<file path="src/rtl/vx_cache_req_arb_if.sv">
// Request-lane bundle for vx_cache_req_arb: N request lanes in, one merged request out.
// master = lane/downstream side (drives requests, consumes merged port); slave = arbiter.
interface vx_cache_req_arb_if #(
  parameter int NUM_REQS      = 4,
  parameter int DATA_WIDTH    = 32,
  parameter int ADDR_WIDTH    = 32,
  parameter int TAG_IN_WIDTH  = 8,
  parameter int DATA_SIZE     = DATA_WIDTH / 8,
  parameter int LOG_NUM_REQS  = $clog2(NUM_REQS),
  parameter int TAG_OUT_WIDTH = TAG_IN_WIDTH + LOG_NUM_REQS
);
  logic [NUM_REQS-1:0]              req_in_valid;
  logic [NUM_REQS-1:0]              req_in_rw;
  logic [NUM_REQS*DATA_SIZE-1:0]    req_in_byteen;
  logic [NUM_REQS*ADDR_WIDTH-1:0]   req_in_addr;
  logic [NUM_REQS*DATA_WIDTH-1:0]   req_in_data;
  logic [NUM_REQS*TAG_IN_WIDTH-1:0] req_in_tag;
  logic [NUM_REQS-1:0]              req_in_ready;

  logic                     req_out_valid;
  logic                     req_out_rw;
  logic [DATA_SIZE-1:0]     req_out_byteen;
  logic [ADDR_WIDTH-1:0]    req_out_addr;
  logic [DATA_WIDTH-1:0]    req_out_data;
  logic [TAG_OUT_WIDTH-1:0] req_out_tag;
  logic                     req_out_ready;

  modport master (
    output req_in_valid, req_in_rw, req_in_byteen, req_in_addr, req_in_data, req_in_tag,
    input  req_in_ready,
    input  req_out_valid, req_out_rw, req_out_byteen, req_out_addr, req_out_data, req_out_tag,
    output req_out_ready
  );

  modport slave (
    input  req_in_valid, req_in_rw, req_in_byteen, req_in_addr, req_in_data, req_in_tag,
    output req_in_ready,
    output req_out_valid, req_out_rw, req_out_byteen, req_out_addr, req_out_data, req_out_tag,
    input  req_out_ready
  );
endinterface

</file>
<file path="src/rtl/vx_cache_req_arb.sv">
// Round-robin N:1 cache request arbiter; tags carry the winning lane index, 1-cycle latency via 2-entry buffer.
// Lane ready depends only on lane valids and buffer occupancy; VX_CACHE_ARB_PERF_EN adds perf counters.

module vx_fifo #(
  parameter int WIDTH = 8,
  parameter int DEPTH = 2
) (
  input  logic             clk,
  input  logic             reset,
  input  logic             push,
  input  logic [WIDTH-1:0] push_dat,
  input  logic             pop,
  output logic [WIDTH-1:0] pop_dat,
  output logic             empty,
  output logic             full
);
  localparam int PW = (DEPTH > 1) ? $clog2(DEPTH) : 1;
  localparam int CW = $clog2(DEPTH + 1);

  logic [WIDTH-1:0] mem [DEPTH];
  logic [PW-1:0]    wr_ptr;
  logic [PW-1:0]    rd_ptr;
  logic [CW-1:0]    count;
  logic             do_push;
  logic             do_pop;

  function automatic logic [PW-1:0] next_ptr(input logic [PW-1:0] p);
    return (p == PW'(DEPTH - 1)) ? '0 : p + 1'b1;
  endfunction

  assign empty   = (count == '0);
  assign full    = (count == CW'(DEPTH));
  assign do_push = push && !full;
  assign do_pop  = pop && !empty;
  assign pop_dat = mem[rd_ptr];

  always_ff @(posedge clk) begin
    if (reset) begin
      wr_ptr <= '0;
      rd_ptr <= '0;
      count  <= '0;
      for (int i = 0; i < DEPTH; i++) begin
        mem[i] <= '0;
      end
    end else begin
      if (do_push) begin
        mem[wr_ptr] <= push_dat;
        wr_ptr      <= next_ptr(wr_ptr);
      end
      if (do_pop) begin
        rd_ptr <= next_ptr(rd_ptr);
      end
      case ({do_push, do_pop})
        2'b10:   count <= count + 1'b1;
        2'b01:   count <= count - 1'b1;
        default: count <= count;
      endcase
    end
  end
endmodule

module vx_cache_req_arb #(
  parameter int NUM_REQS      = 4,
  parameter int DATA_WIDTH    = 32,
  parameter int ADDR_WIDTH    = 32,
  parameter int TAG_IN_WIDTH  = 8,
  parameter int DATA_SIZE     = DATA_WIDTH / 8,
  parameter int LOG_NUM_REQS  = $clog2(NUM_REQS),
  parameter int TAG_OUT_WIDTH = TAG_IN_WIDTH + LOG_NUM_REQS
) (
  input  logic clk,
  input  logic reset,
  vx_cache_req_arb_if.slave bus
`ifdef VX_CACHE_ARB_PERF_EN
  ,
  output logic [31:0] perf_req_count,
  output logic [31:0] perf_stall_count
`endif
);
  if (NUM_REQS < 2) begin : g_param_check
    $error("vx_cache_req_arb: NUM_REQS must be >= 2");
  end

  typedef struct packed {
    logic                     rw;
    logic [DATA_SIZE-1:0]     byteen;
    logic [ADDR_WIDTH-1:0]    addr;
    logic [DATA_WIDTH-1:0]    data;
    logic [TAG_OUT_WIDTH-1:0] tag;
  } entry_t;

  logic [LOG_NUM_REQS-1:0] rr_ptr;
  logic [LOG_NUM_REQS-1:0] grant_idx;
  logic                    grant_vld;
  logic [NUM_REQS-1:0]     grant;
  logic                    accept;
  logic                    pop;
  logic                    buf_empty;
  logic                    buf_full;
  entry_t                  push_entry;
  entry_t                  head;

  function automatic logic [LOG_NUM_REQS-1:0] wrap_add(input logic [LOG_NUM_REQS-1:0] base,
                                                       input int off);
    int sum;
    sum = int'(base) + off;
    if (sum >= NUM_REQS) sum = sum - NUM_REQS;
    return LOG_NUM_REQS'(sum);
  endfunction

  // First valid lane at or after rr_ptr, wrapping; the pointer is the top-priority lane.
  always_comb begin
    grant_vld = 1'b0;
    grant_idx = '0;
    for (int off = 0; off < NUM_REQS; off++) begin
      if (!grant_vld && bus.req_in_valid[wrap_add(rr_ptr, off)]) begin
        grant_vld = 1'b1;
        grant_idx = wrap_add(rr_ptr, off);
      end
    end
  end

  assign grant            = grant_vld ? (NUM_REQS'(1) << grant_idx) : '0;
  assign bus.req_in_ready = grant & {NUM_REQS{!buf_full && !reset}};
  assign accept           = grant_vld && !buf_full && !reset;

  always_comb begin
    push_entry        = '0;
    push_entry.rw     = bus.req_in_rw[grant_idx];
    push_entry.byteen = bus.req_in_byteen[grant_idx * DATA_SIZE +: DATA_SIZE];
    push_entry.addr   = bus.req_in_addr[grant_idx * ADDR_WIDTH +: ADDR_WIDTH];
    push_entry.data   = bus.req_in_data[grant_idx * DATA_WIDTH +: DATA_WIDTH];
    push_entry.tag    = {bus.req_in_tag[grant_idx * TAG_IN_WIDTH +: TAG_IN_WIDTH], grant_idx};
  end

  always_ff @(posedge clk) begin
    if (reset) begin
      rr_ptr <= '0;
    end else if (accept) begin
      rr_ptr <= (grant_idx == LOG_NUM_REQS'(NUM_REQS - 1)) ? '0 : grant_idx + 1'b1;
    end
  end

  assign pop = bus.req_out_valid && bus.req_out_ready;

  // Full-only ready keeps req_out_ready off the input ready path.
  vx_fifo #(
    .WIDTH ($bits(entry_t)),
    .DEPTH (2)
  ) u_out_buf (
    .clk      (clk),
    .reset    (reset),
    .push     (accept),
    .push_dat (push_entry),
    .pop      (pop),
    .pop_dat  (head),
    .empty    (buf_empty),
    .full     (buf_full)
  );

  assign bus.req_out_valid  = !buf_empty;
  assign bus.req_out_rw     = head.rw;
  assign bus.req_out_byteen = head.byteen;
  assign bus.req_out_addr   = head.addr;
  assign bus.req_out_data   = head.data;
  assign bus.req_out_tag    = head.tag;

`ifdef VX_CACHE_ARB_PERF_EN
  always_ff @(posedge clk) begin
    if (reset) begin
      perf_req_count   <= '0;
      perf_stall_count <= '0;
    end else begin
      if (accept && perf_req_count != 32'hFFFF_FFFF) begin
        perf_req_count <= perf_req_count + 32'd1;
      end
      if (bus.req_out_valid && !bus.req_out_ready && perf_stall_count != 32'hFFFF_FFFF) begin
        perf_stall_count <= perf_stall_count + 32'd1;
      end
    end
  end
`endif
endmodule

</file>
<file path="src/flat_wrapper.sv">
// flat-port wrapper written by rule: the top's interface ports become plain ports
module vx_cache_req_arb_flat 
#(
  parameter int NUM_REQS      = 4,
  parameter int DATA_WIDTH    = 32,
  parameter int ADDR_WIDTH    = 32,
  parameter int TAG_IN_WIDTH  = 8,
  parameter int DATA_SIZE     = DATA_WIDTH / 8,
  parameter int LOG_NUM_REQS  = $clog2(NUM_REQS),
  parameter int TAG_OUT_WIDTH = TAG_IN_WIDTH + LOG_NUM_REQS
)
  (clk, reset, bus_req_in_valid, bus_req_in_rw, bus_req_in_byteen, bus_req_in_addr, bus_req_in_data, bus_req_in_tag, bus_req_in_ready, bus_req_out_valid, bus_req_out_rw, bus_req_out_byteen, bus_req_out_addr, bus_req_out_data, bus_req_out_tag, bus_req_out_ready);
  vx_cache_req_arb_if #(.NUM_REQS(NUM_REQS), .DATA_WIDTH(DATA_WIDTH), .ADDR_WIDTH(ADDR_WIDTH), .TAG_IN_WIDTH(TAG_IN_WIDTH), .DATA_SIZE(DATA_SIZE), .LOG_NUM_REQS(LOG_NUM_REQS), .TAG_OUT_WIDTH(TAG_OUT_WIDTH)) bus_i ();
  input  logic clk;
  input  logic reset;
  input wire logic [$bits(bus_i.req_in_valid)-1:0] bus_req_in_valid;
  input wire logic [$bits(bus_i.req_in_rw)-1:0] bus_req_in_rw;
  input wire logic [$bits(bus_i.req_in_byteen)-1:0] bus_req_in_byteen;
  input wire logic [$bits(bus_i.req_in_addr)-1:0] bus_req_in_addr;
  input wire logic [$bits(bus_i.req_in_data)-1:0] bus_req_in_data;
  input wire logic [$bits(bus_i.req_in_tag)-1:0] bus_req_in_tag;
  output wire logic [$bits(bus_i.req_in_ready)-1:0] bus_req_in_ready;
  output wire logic [$bits(bus_i.req_out_valid)-1:0] bus_req_out_valid;
  output wire logic [$bits(bus_i.req_out_rw)-1:0] bus_req_out_rw;
  output wire logic [$bits(bus_i.req_out_byteen)-1:0] bus_req_out_byteen;
  output wire logic [$bits(bus_i.req_out_addr)-1:0] bus_req_out_addr;
  output wire logic [$bits(bus_i.req_out_data)-1:0] bus_req_out_data;
  output wire logic [$bits(bus_i.req_out_tag)-1:0] bus_req_out_tag;
  input wire logic [$bits(bus_i.req_out_ready)-1:0] bus_req_out_ready;
  assign bus_i.req_in_valid = bus_req_in_valid;
  assign bus_i.req_in_rw = bus_req_in_rw;
  assign bus_i.req_in_byteen = bus_req_in_byteen;
  assign bus_i.req_in_addr = bus_req_in_addr;
  assign bus_i.req_in_data = bus_req_in_data;
  assign bus_i.req_in_tag = bus_req_in_tag;
  assign bus_req_in_ready = bus_i.req_in_ready;
  assign bus_req_out_valid = bus_i.req_out_valid;
  assign bus_req_out_rw = bus_i.req_out_rw;
  assign bus_req_out_byteen = bus_i.req_out_byteen;
  assign bus_req_out_addr = bus_i.req_out_addr;
  assign bus_req_out_data = bus_i.req_out_data;
  assign bus_req_out_tag = bus_i.req_out_tag;
  assign bus_i.req_out_ready = bus_req_out_ready;
  vx_cache_req_arb #(.NUM_REQS(NUM_REQS), .DATA_WIDTH(DATA_WIDTH), .ADDR_WIDTH(ADDR_WIDTH), .TAG_IN_WIDTH(TAG_IN_WIDTH), .DATA_SIZE(DATA_SIZE), .LOG_NUM_REQS(LOG_NUM_REQS), .TAG_OUT_WIDTH(TAG_OUT_WIDTH)) u_core (.clk(clk), .reset(reset), .bus(bus_i));
endmodule
</file>
<file path="config.mk">
export PLATFORM = sky130hd
export DESIGN_NAME = vx_cache_req_arb_flat
export DESIGN_NICKNAME = d
export VERILOG_FILES = /design/src/rtl/vx_cache_req_arb_if.sv /design/src/rtl/vx_cache_req_arb.sv /design/src/flat_wrapper.sv
export SDC_FILE = /design/constraint.sdc
export NUM_CORES = 1
export LEC_CHECK = 0
export BUFFER_PORTS_ARGS = -buffer_cell sky130_fd_sc_hd__buf_2
export CAP_MARGIN = 10
export CORE_AREA = 2 2 187 170
export CTS_BUF_LIST = sky130_fd_sc_hd__clkbuf_4 sky130_fd_sc_hd__clkbuf_8
export DETAILED_ROUTE_END_ITERATION = 6
export DIE_AREA = 0 0 189 172
export SLEW_MARGIN = 15
export SYNTH_ARGS = -nofsm -noshare
export SYNTH_HDL_FRONTEND = slang
export SYNTH_SLANG_ARGS = --single-unit
</file>
<file path="constraint.sdc">
create_clock -name clk -period 3.3 [get_ports clk]
set_input_delay 0.165 -clock clk [delete_from_list [all_inputs] [get_ports clk]]
set_output_delay 0.165 -clock clk [all_outputs]
set_load 0.02 [all_outputs]
</file>
## Yosys cells after proc, flatten, opt, wreduce, memory -nomap -nowiden

Memories as Yosys holds them, arrays and structs flattened. A register that Yosys moved wholly into a read port is not among the register bits.
Index checks and enable logic that the tools add are counted.

| word-level totals | value |
|---|---|
| bits in registers | 6 |
| latch bits | 0 |
| bits in writable memories | 158 |
| ROM bits | 0 |
| output and inout port bits | 84 |
| memories | 1 |

| cells by class | value |
|---|---|
| $add $sub $neg | 12 |
| multiply operators | 0 |
| divide/modulo/power cells | 0 |
| $lt $le $gt $ge | 9 |
| equal/unequal tests | 4 |
| shift-type cells | 5 |
| muxes and demuxes | 37 |
| bitwise gates (word level) | 1 |
| reduce and logical (&&, ||, !) cells | 18 |

Memory list:

| name | depth | bits a word | rd ports | clocked after Yosys merged registers in | wr ports | RTL line | source |
|---|---|---|---|---|---|---|---|
| u_core.u_out_buf.mem | 2 | 79 | 1 | 1 | 2 | vx_cache_req_arb.sv:20 | `logic [WIDTH-1:0] mem [DEPTH];` |

Operator list:

| kind | number |
|---|---|
| 128-bit by 8-bit variable part select with 32-bit output | 2 |
| 79-bit 2-to-1 mux | 1 |
| 79-bit OR reduction | 1 |
| 32-bit by 6-bit variable part select with 8-bit output | 1 |
| 1-bit 2-to-1 mux | 20 |
| 2-bit 2-to-1 mux | 9 |
| 16-bit by 5-bit variable part select with 4-bit output | 1 |
| 2-bit by 3-bit < comparator with 1-bit output, second input constant | 5 |
| 1-bit binary-select mux with 2-bit select | 5 |
| 2-bit by 1-bit subtractor with 2-bit output, second input constant | 5 |
| 3-bit >= comparator, second input constant | 3 |
| 1-bit logical AND | 9 |
| 2-bit by 2-bit adder with 3-bit output, second input constant | 2 |
| 2-bit == test, second input constant | 3 |
| 1-bit zero test | 6 |
| 2-bit by 1-bit adder with 2-bit output, second input constant | 2 |
| 4-bit bitwise AND | 1 |
| 4-bit 2-to-1 mux | 1 |
| 2-bit one-hot mux with 2 select lines | 1 |
| 1-bit by 2-bit left shift with 4-bit output, first input constant | 1 |
| 2-bit by 1-bit adder with 3-bit output, second input constant | 1 |
| 2-bit by 3-bit >= comparator with 1-bit output, second input constant | 1 |
| 1-bit adder, second input constant | 2 |
| 2-bit by 1-bit == test with 1-bit output, second input constant | 1 |
| 2 further kinds | 2 |

## Depth between registers and ports, before layout

| depth | value |
|---|---|
| depth after elaboration | 22 |
| mapped depth | 9 |
| mapped depth without buffers | 7 |

## Modules after synthesis

From an unflattened synthesis, not the netlist that was laid out.

| unflattened totals | value |
|---|---|
| cell total of the unflattened synthesis | 1325 |
| area, all modules | 12176.7 sq um |

By module, submodules not included:

| module | times used | cells an instance | area each (sq um) | sequential area each (sq um) |
|---|---|---|---|---|
| vx_fifo | 1 | 536 | 7151.9 | 4844.6 |
| vx_cache_req_arb | 1 | 789 | 5024.8 | 40.0 |

## Worst setup path before layout

No wires, ideal clock.

| path | value |
|---|---|
| path kind | register to register |
| start point | reg u_core.u_out_buf.count[0] |
| end point | mem u_core.u_out_buf.mem[1][0] (netlist bit), enable pin |
| data arrival time | 2838 ps |
| data required time | 2850 ps |
| slack | 11 ps |
| cell stages (with the launch flop) | 6 |
| period minus slack after synthesis | 3289 ps |
| cell sequence | dfxtp_1 inv_1 a221oi_2 buf_4 nand2_1 nand2b_1 |

RTL lines:

| element | RTL line | source |
|---|---|---|
| from (decl) | vx_cache_req_arb.sv:23 | `logic [CW-1:0] count;` |
| from (signal assigned) | vx_cache_req_arb.sv:54 | `2'b10: count <= count + 1'b1;` |
| from (signal assigned) | vx_cache_req_arb.sv:55 | `2'b01: count <= count - 1'b1;` |
| from (signal assigned) | vx_cache_req_arb.sv:56 | `default: count <= count;` |
| to (decl) | vx_cache_req_arb.sv:20 |  |

## Final worst setup path

| path | value |
|---|---|
| start point | reg u_core.rr_ptr[0] |
| end point | out bus_req_in_ready[3] |

| between the ends | value |
|---|---|
| word-level cells in the longest chain between the ends | 17 |
| elaborated cells between the ends (all ways) | 40 |
| those cells by class | 7 x add/sub; 4 x order compare; 1 x shift; 21 x mux; 1 x bitwise; 6 x reduce/logical |

RTL lines:

| element | RTL line | source |
|---|---|---|
| from (decl) | vx_cache_req_arb.sv:92 | `logic [LOG_NUM_REQS-1:0] rr_ptr;` |
| from (signal assigned) | vx_cache_req_arb.sv:140 | `rr_ptr <= (grant_idx == LOG_NUM_REQS'(NUM_REQS - 1)) ? '0 : grant_idx + 1'b1;` |
| branches (longest 13 deep; another with 2-bit by 1-bit adder with 3-bit output) | -- |  |
| 2-bit 2-to-1 mux (*) | vx_cache_req_arb.sv:116 | `if (!grant_vld && bus.req_in_valid[wrap_add(rr_ptr, off)]) begin` |
| via u_core.grant_idx[0] | vx_cache_req_arb.sv:93 | `logic [LOG_NUM_REQS-1:0] grant_idx;` |
| 1-bit by 2-bit left shift with 4-bit output (*) | vx_cache_req_arb.sv:123 | `assign grant = grant_vld ? (NUM_REQS'(1) << grant_idx) : '0;` |
| 4-bit 2-to-1 mux (*) | vx_cache_req_arb.sv:123 |  |
| 4-bit bitwise AND (*) | vx_cache_req_arb.sv:124 | `assign bus.req_in_ready = grant & {NUM_REQS{!buf_full && !reset}};` |
| to (decl) | flat_wrapper.sv:22 | `output wire logic [$bits(bus_i.req_in_ready)-1:0] bus_req_in_ready;` |

Mark *: on every way through the listed nets, which the timed path passes. The select of a mux whose other input is x is not followed.

==> flow_results.org <==
** Outcome
- Result of the run :: finished, final reports clean

** Finish
- In the final design database the tool counted approximately 1400 nets.
- The repair_antennas step left the layout with diodes totalling 0.
- Fillers :: ~3000
- The area growth from synthesis to layout is 30.2%.
- Most common cell after layout, fill and taps aside :: buf_2
- Cells with a size suffix above 1 make up between 50% and 60% of the layout.
- After routing the design area is roughly 12000 um2.
- Commonest cells after routing, fill and taps aside :: buf_2 (398), edfxtp_1 (158), mux2i_1 (154), o22ai_1 (154), mux2_2 (79)

** STA
- Worst-Margin Slew :: roughly 0.6 ns
- Highest clock rate :: 393 MHz
- The clock arrives with approximately 0.013 ns of skew.
- The final number of max-transition violations came to 0.
- In this run the tightest slew margin relative to its limit is just under 60%.
- Setup repair after global routing left no endpoint under its margin.
- Final Hold Violating Endpoints :: 0
- Min cycle time layout :: between 2 and 3 ns
- Final setup violation count :: 0
- Final Cycle Share :: between 70% and 80%
- For the final routed database, the setup TNS stands at 0 ns.

** Clock network
- The H-tree was split into 4 levels.
- After clock tree synthesis, the flow added hold-fix buffers numbering 1.
- CTS tree :: done
- The later pin in the worst-skew pair is clocked with a latency of around 0.44 ns.
- In this run, CTS created clock tree buffers numbering 17.
- No sink is reached through more buffers than the 2 on the longest clock path.
- Root buffer selected by CTS :: clkbuf_8
- Buffers inserted by post-CTS timing repair :: 0
- The clock net in this run drives a total of ~170 sinks.
- Clock transition at the register clock pins on the worst setup and hold paths after CTS :: ~0.1 ns
- Post-CTS resize count :: 0

** Place
- Weighted congestion reported at the end of routability-driven placement :: between 0.7 and 0.8
- Detailed placer's ending HPWL :: 18.2 mm
- Area after DPL :: between 10000 and 15000 um2
- Input and output buffers added on the ports amount to approximately 400.

** Drt
- In the final routed layout, each cell accounts on average for around 18 um.
- The count of nets left with antenna violations once routing finished came out at 0.
- Summed over all layers, the routed wires come to roughly 26 mm.
- After detailed routing, the number of vias per cell comes to roughly 5.
- In the routed design, unresolved DRC markers number 0.
- 1st-pass router iterations :: 5
- Detailed routing inserted a total of a little over 7000 vias.
- Number of DRC markers after the initial detailed-route iteration :: 265

** Run
- Max-cap violations in this run came to 0.

** Power and ir drop
- Flop pwr share :: a little over a third
- Pwr dens :: between 700 and 800 nW/um2
- Clock share of power :: between 10% and 20%
- Combinational group share of total power :: 47.2%
- Internal cell power :: about 0.0054 W
- Switching Share :: around 39%
- Total Power Consumption :: 0.00888 W
- Leak :: 5.42 nW
- Largest vdd supply drop :: 0.418 mV
- Summed over all nets, the switching power comes to about 0.0035 W.

** Synth
- Summing the sequential cell areas from Yosys gives a little over half of the chip area.
- Net Count, Synth :: 990
- Most used DFF post-synth :: edfxtp_1
- edfxtp_1 takes more of the synthesized area than any other cell.
- Main area contributors after synthesis :: edfxtp_1 (52%), mux2i_1 (17%), o22ai_1 (11%), mux2_2 (9.8%), buf_6 (1.7%)
- Summed instance area of the synthesized netlist :: ~9000 um2
- For this run, the number of Yosys warnings is 0.
- Synth Instances :: between 600 and 700
- After synthesis, the netlist uses 37 different library cells.
- The synthesized design contains approximately 160 enable-type register cells.
- Mean area per synthesized cell :: roughly 14 um2
- The top cell type by area accounts for 52.4% of the synthesized area.
- In this run, synthesis produced a sequential element count of around 170.
- Share of flip-flops with an asynchronous set or reset after synthesis :: 0%

** Floorplan
- Once the floorplan was initialized, standard cells occupied around 30% of the core.
- Measured along the y axis, the die boundary spans about 170 um.
- Placeable core region :: between 30000 and 40000 um2
- Number of standard-cell rows in the floorplan :: roughly 60
- Ports placed on the boundary :: between 300 and 400
- The die covers about 33000 um2.
- Die outline width :: ~190 um

** GRT
- Number of antenna violations at the first check in global routing :: 0
- Vias in the first global route :: between 7000 and 8000
- Congestion Overflow GR :: 0
- Entering global routing, the biggest net connects 84 pins.
- The first global-routing pass estimated around 38 mm of wire.
- Global-route total usage across every layer :: 15.1%

** Worst setup path
- At the worst endpoint, the required time is about 3.1 ns.
- Arrival @ worst endpoint :: about 2.4 ns
- The worst setup path is of the register to output port kind.
- Among cell families on the critical path, the largest total delay comes from buffers and inverters.
- In this run the register-to-register setup slack is roughly 1.0 ns.
- Critical path endpoint category :: output port
- Among all stages on the critical path, the largest delay is contributed by buf_12.
- In this run the worst path has a maximum fanout of 83.
- Critical Path Start Type :: register
- The largest single stage delay on the critical path is slightly above 0.4 ns.
- Cells traversed along the worst timing path :: nor2b_1 > a21oi_1 > o221ai_4 > buf_12 > inv_1 > ha_1 > and2_1 > buf_2
- The critical path contains buffers and inverters numbering 3 combined.

** Worst hold path
- In this run the worst hold path is classified as primary input to register.
per-stage QoR:
step           setup WS [ns]  util, %  hold WS [ns]  cells
2_1_floorplan         0.0112        -         0.439    670
3_3_place_gp            1.07     37.2         0.475   1429
3_5_place_dp            1.03     37.2         0.486   1429
4_1_cts                0.625     38.5        0.0482   1461
5_1_grt                0.448     38.5        0.0766   1461
6_report               0.755     38.5        0.0948   1461
path summary, 6_finish.rpt:
path	startpoint	to	cells past startpoint
setup / recovery	u_core.rr_ptr[0]$_SDFFE_PP0P_	bus_req_in_ready[3]	8
hold / removal	bus_req_in_tag[29]	u_core.u_out_buf.mem[1][7]$_SDFFCE_PN0P_	3
setup reg to reg	u_core.rr_ptr[1]$_SDFFE_PP0P_	u_core.u_out_buf.mem[1][34]$_SDFFCE_PN0P_	7
hold reg to reg	u_core.u_out_buf.count[1]$_SDFFE_PP0P_	u_core.u_out_buf.count[1]$_SDFFE_PP0P_	2
synth_stat cells (3+ instances only):
master / n
inv_1: 5
ha_1: 5
and2_1: 5
nor2_1: 7
nor2b_1: 3
mux2_2: 79
buf_4: 6
mux2i_1: 154
clkbuf_1: 26
edfxtp_1: 158
buf_6: 14
o22ai_1: 154
xnor2_1: 3
dfxtp_1: 7
buf_2: 14
cell type report:
cell class	count	area [um2]	area share (%)
timing repair buffer	412	2190	18.5
sequential	165	4890	41.5
clock inverter	14	151	1.28
multi-input combinational	437	3790	32.2
tap	409	512	4.34
inverter	7	26.3	0.223
clock buffer	17	234	1.98
routing by layer:
metal	global-route usage, %	part of all wire [%]	up-vias
li1	-	-	3456
met1	18.2	41	3395
met2	27.6	51	298
met3	2.96	7.0	16
met4	4.25	1.1	0
met5	0	0	-
power groups by stage:
stage | Combinational (W) | Sequential, W | Clock (W)
floorplan | 0.00315 | 0.00315 | 0
global placement | 0.00420 | 0.00325 | 0
detailed placement | 0.00425 | 0.00328 | 0
CTS | 0.00426 | 0.00323 | 0.00152
global route | 0.00451 | 0.00329 | 0.00159
finish | 0.00419 | 0.00322 | 0.00147
kinds of logic after synthesis:
kind of cell	synth area share [%]
adder cells (fa/ha/maj)	0.691
buffers and inverters	4.42
multiplexers	26.8
XOR/XNOR	0.387
flip-flops	53.9
AO/OA/AOI/OAI	11.7
AND/OR/NAND/NOR	2.06
flip-flops by register name (all words and copies together), names as in the netlist, named ones only:
signal and flops:
u_core.u_out_buf.rd_ptr 1, u_core.rr_ptr 2, u_core.u_out_buf.mem 158, u_core.u_out_buf.wr_ptr 1
u_core.u_out_buf.count 2
worst min-delay path, stage by stage:
cell	delay, ns
buf_2	0.07
mux2i_1	0.07
o22ai_1	0.10
(Power assumes the default switching activity.)
